### src/rtl/pixel_sequencer.sv
// Raster-order pixel sequencer: feeds coordinates to the raymarcher, packs finished pixels to RGB565
// and queues them for the framebuffer; 1-cycle push-to-write latency, stalls on fb_ready_in, drops when full.
module pixel_sequencer #(
  parameter int WIDTH      = 1280,
  parameter int HEIGHT     = 720,
  parameter int FIFO_DEPTH = 4,
  localparam int XW = $clog2(WIDTH),
  localparam int YW = $clog2(HEIGHT),
  localparam int AW = $clog2(WIDTH * HEIGHT)
) (
  input  logic          clk_in,
  input  logic          rst_in,
  input  logic          pixel_done_in,
  input  logic [XW-1:0] px_x_in,
  input  logic [YW-1:0] px_y_in,
  input  logic [7:0]    red_in,
  input  logic [7:0]    green_in,
  input  logic [7:0]    blue_in,
  output logic [XW-1:0] curr_x_out,
  output logic [YW-1:0] curr_y_out,
  output logic [AW-1:0] fb_addr_out,
  output logic [15:0]   fb_data_out,
  output logic          fb_we_out,
  input  logic          fb_ready_in,
  output logic          frame_done_out,
  output logic [15:0]   frame_count_out,
  output logic          overflow_out
);

  localparam int IW = $clog2(FIFO_DEPTH);
  localparam int PW = IW + 1;

  typedef struct packed {
    logic [AW-1:0] addr;
    logic [15:0]   rgb;
    logic          last;
  } entry_t;

  entry_t        mem [FIFO_DEPTH];
  entry_t        entry_in;
  entry_t        head;
  logic [PW-1:0] wr_ptr;
  logic [PW-1:0] rd_ptr;
  logic          first_flag;
  logic [AW-1:0] last_addr;
  logic [15:0]   last_data;
  logic          empty;
  logic          full;
  logic          valid_px;
  logic          pop;
  logic          push;
  logic          drop;
  logic          unused_colour_lsbs;

  assign unused_colour_lsbs = ^{red_in[2:0], green_in[1:0], blue_in[2:0]};

  assign entry_in.addr = AW'(px_y_in) * AW'(WIDTH) + AW'(px_x_in);
  assign entry_in.rgb  = {red_in[7:3], green_in[7:2], blue_in[7:3]};
  assign entry_in.last = (px_x_in == XW'(WIDTH - 1)) && (px_y_in == YW'(HEIGHT - 1));

  assign head  = mem[rd_ptr[IW-1:0]];
  assign empty = (wr_ptr == rd_ptr);
  assign full  = (wr_ptr[IW] != rd_ptr[IW]) && (wr_ptr[IW-1:0] == rd_ptr[IW-1:0]);

  // The first pulse after reset carries no valid colour and is swallowed.
  assign valid_px = pixel_done_in && !first_flag;
  assign pop      = !empty && fb_ready_in;
  assign push     = valid_px && (!full || pop);
  assign drop     = valid_px && full && !pop;

  // With the queue empty the write port shows the last popped entry.
  assign fb_we_out   = !empty;
  assign fb_addr_out = empty ? last_addr : head.addr;
  assign fb_data_out = empty ? last_data : head.rgb;

  always_ff @(posedge clk_in) begin
    if (push) begin
      mem[wr_ptr[IW-1:0]] <= entry_in;
    end
  end

  always_ff @(posedge clk_in) begin
    if (rst_in) begin
      wr_ptr          <= '0;
      rd_ptr          <= '0;
      first_flag      <= 1'b1;
      curr_x_out      <= '0;
      curr_y_out      <= '0;
      last_addr       <= '0;
      last_data       <= '0;
      frame_done_out  <= 1'b0;
      frame_count_out <= '0;
      overflow_out    <= 1'b0;
    end else begin
      if (pixel_done_in && first_flag) begin
        first_flag <= 1'b0;
      end

      // Coordinates advance even when the pixel itself is dropped.
      if (valid_px) begin
        if (curr_x_out == XW'(WIDTH - 1)) begin
          curr_x_out <= '0;
          if (curr_y_out == YW'(HEIGHT - 1)) begin
            curr_y_out <= '0;
          end else begin
            curr_y_out <= curr_y_out + 1'b1;
          end
        end else begin
          curr_x_out <= curr_x_out + 1'b1;
        end
      end

      if (push) begin
        wr_ptr <= wr_ptr + 1'b1;
      end

      if (pop) begin
        rd_ptr    <= rd_ptr + 1'b1;
        last_addr <= head.addr;
        last_data <= head.rgb;
      end

      frame_done_out <= pop && head.last;
      if (pop && head.last) begin
        frame_count_out <= frame_count_out + 16'd1;
      end

      if (drop) begin
        overflow_out <= 1'b1;
      end
    end
  end

endmodule

### config.mk
export PLATFORM = sky130hd
export DESIGN_NAME = pixel_sequencer
export DESIGN_NICKNAME = d
export VERILOG_FILES = /design/src/rtl/pixel_sequencer.sv
export SDC_FILE = /design/constraint.sdc
export NUM_CORES = 1
export LEC_CHECK = 0
export BUFFER_PORTS_ARGS = -buffer_cell sky130_fd_sc_hd__buf_4
export CAP_MARGIN = 20
export CORE_MARGIN = 5
export CORE_UTILIZATION = 40
export DETAILED_ROUTE_END_ITERATION = 8
export PLACE_DENSITY = 0.58
export SLEW_MARGIN = 20
export SYNTH_ARGS = -nofsm -noshare
export SYNTH_HDL_FRONTEND = slang
export SYNTH_SLANG_ARGS = --single-unit
### constraint.sdc
create_clock -name clk_in -period 3.12 [get_ports clk_in]
set_input_delay 0.78 -clock clk_in [delete_from_list [all_inputs] [get_ports clk_in]]
set_output_delay 0.78 -clock clk_in [all_outputs]
set_load 0.01 [all_outputs]
==> results.md <==
- CTS Buf Count: 24
- Crit path required time: 2.34 ns
- Top cells by area, synth: edfxtp_1 45%, dfxtp_1 17%, mux4_2 8.5%, mux2_2 4.1%, nand2_1 4.1%
- Synthesized cell area: 9830 um2
- Routability cong.: 0.760
- Fin area: 12000 um2
- Core Region: 24200 um2
- Clock sink total: 232
- Netlist cell types: 45
- Root Buffer: clkbuf_16
- Pwr dens: 610 nW/um2
- Worst setup EP type: output port
- Placed insts: 1162
- Worst Clk Skew: 0.00770 ns
- Clock transition at path regs: 0.06 ns
- DRC: 0
- Antenna cells: 0
- Total GRT Usage: 14.8%
- DIE AREA: 27800 um2
- Hold Path Depth: 2
- H-tree level count: 1
- Slew HR: 59.9%
- CTS tree: built
- Max Cap Viol: 0
- First-pass GRT wire length: 33500 um
- WL per Instance: 17.0 um
- Cell taking the most area after synthesis: edfxtp_1
- Antenna-violating nets left: 0
- Final min period: 3.02 ns
- Final period util: 96.7%
- Total number of vias: 6012
- Post-synthesis compound-gate area fraction: 4.47%
- Post-synth ARST share: 0%
- Fin Hold WS: 0.452 ns
- PortBufs: 116
- Total power: 7.29 mW
- Area after DPL: 11200 um2
- Largest family of logic cells by synthesized area: multiplexers
- Synth top area share: 45.2%
- DPL Wire Length: 13200 um
- Worst-Margin Slew: 0.601 ns
- Share of cells above drive strength 1: 29.0%
- Slew Limit Fails: 0
- Final nets: 942
- YS warnings: 0
- Crit path kind: reg -> out
- Synthesized flop and latch total: 232
- # hold bufs at CTS: 0
- Initial DRT Pass Iterations: 4
- Starting density of the core: 40.5%
- Clock Latency Late Sink: 0.50 ns
- FILL cells: 2165
- Vias in the first global route: 6137
- Arrival time at the worst endpoint: 2.24 ns
- Final WL: 20500 um
- Worst Path Max Fanout: 14
- Initial antenna violation count: 0
- Synth Net Count: 808
- Via/cell ratio: 4.99
- Initial DRC Count: 373
- Mux cell area share after synthesis: 12.9%
- Die W: 167 um
- Max Freq: 0.331 GHz
- Post_cts resized: 1
- CTS Buffer Depth: 3
- Post-Synth Simple-Gate Area: 10.1%
- Worst setup SP type: register
- Status: finished, final reports clean
- Syn Area/Cell: 13.5 um2
- GRT overflow: 0
- Reg2Reg Depth: 6
- Cell Rows: 57
- Ys flop type: edfxtp_1
- Xor and xnor area share after synthesis: 4.63%
- Post-route insts no fill: 1206
- Synth Area in Adders: 3.84%
- Hold Fails Final Rpt: 0
- Peak supply drop: 0.300 mV
- Area Growth Syn to Fin: 21.6%
- IO Count: 125
- RSZ-0062 raised after global routing: no
- Sequential share of the synthesized area: 62.3%
- Post-CTS setup buffers: 0
- Largest net degree at the start of global routing: 48
- Leak: 4.36 nW
- EDFF count, synth: 148
- Die Span Y: 167 um
- Final setup vio count: 0
- Class of the worst hold path: reg -> reg
- Gate Count Post-Synth: 730
-- path summary, 6_finish.rpt --
path | startpoint | to | slack [ns]
worst max-delay path | wr_ptr[0] | fb_addr_out[15] | 0.10
worst min-delay path | last_addr[19] | last_addr[19] | 0.45
worst max register to register | curr_x_out[0] | curr_y_out[6] | 0.82
worst min register to register | last_addr[19] | last_addr[19] | 0.45
-- Yosys cell counts, types with 5 or more instances --
master / count
ha_1: 27
a21o_1: 6
o21ai_0: 6
xnor2_1: 22
nor2_1: 50
a21oi_1: 53
buf_2: 6
clkbuf_1: 25
nand2b_1: 5
nand4_1: 11
nor3_1: 6
mux2_2: 36
mux4_2: 37
edfxtp_1: 148
and2_1: 6
nand3_1: 13
nand2_1: 108
xor2_1: 30
inv_1: 10
dfxtp_1: 84
-- kinds of logic (layout without fill, tap and decap cells) --
logic type | Yosys count | count (layout)
flip-flops | 232 | 232
AND/OR/NAND/NOR | 222 | 222
AO/OA/AOI/OAI | 77 | 77
multiplexers | 76 | 76
XOR/XNOR | 52 | 52
buffers and inverters | 42 | 194
adder cells (fa/ha/maj) | 29 | 29
-- cell type report --
class,instances,area (um2),share of cell area [%]
timing repair buffer,140,1110,9.31
inverter,10,37.5,0.314
multi-input combinational,456,3550,29.7
clock inverter,7,31.3,0.262
tap,324,405,3.39
clock buffer,37,691,5.78
sequential,232,6130,51.3
-- registers in the layout, indices dropped and copies added (netlist names), named ones only --
name / count
rd_ptr: 3
first_flag: 1
wr_ptr: 3
last_data: 16
frame_done_out: 1
overflow_out: 1
last_addr: 20
curr_x_out: 11
frame_count_out: 16
curr_y_out: 10
mem: 148
-- routing by layer --
layer / routed length, um / track usage [%] / vias up / share of wire, %
li1: - / - / 2944 / -
met1: 8960 / 19.2 / 2921 / 44
met4: 292 / 3.17 / 0 / 1.4
met3: 1090 / 2.75 / 27 / 5.3
met5: 0 / 0 / - / 0
met2: 10100 / 26.1 / 120 / 50
-- critical path: stages (launching register included) --
cell	delay, ns
dfxtp_1	0.44
xor2_1	0.27
or3_4	0.30
buf_12	0.20
mux2_2	0.37
buf_4	0.15
-- per-stage QoR --
stage	utilization, %	TNS [ns]	worst slack, ns
CTS	49.3	0	0.0671
finish	49.3	0	0.102
floorplan	-	0	0.185
global placement	46.3	-0.833	-0.104
global route	49.3	0	0.0145
detailed placement	46.3	-0.749	-0.0978
-- cells in the final DEF (no fill, tap or decap), types with 22 or more instances in the layout --
cell type / n
edfxtp_1: 148
buf_4: 135
nand2_1: 108
dfxtp_1: 82
a21oi_1: 53
nor2_1: 50
mux4_2: 37
mux2_2: 36
xor2_1: 30
ha_1: 27
clkbuf_16: 25
xnor2_1: 22
-- power breakdown --
| group | switching, mW | total, mW | internal (mW) | leakage (nW) |
|---|---|---|---|---|
| sequential | 0.0382 | 3.44 | 3.40 | 2.02 |
| clock | 1.08 | 2.60 | 1.52 | 0.355 |
| combinational | 0.638 | 1.26 | 0.620 | 1.99 |
Note: power is estimated with default switching activity, not from simulation.
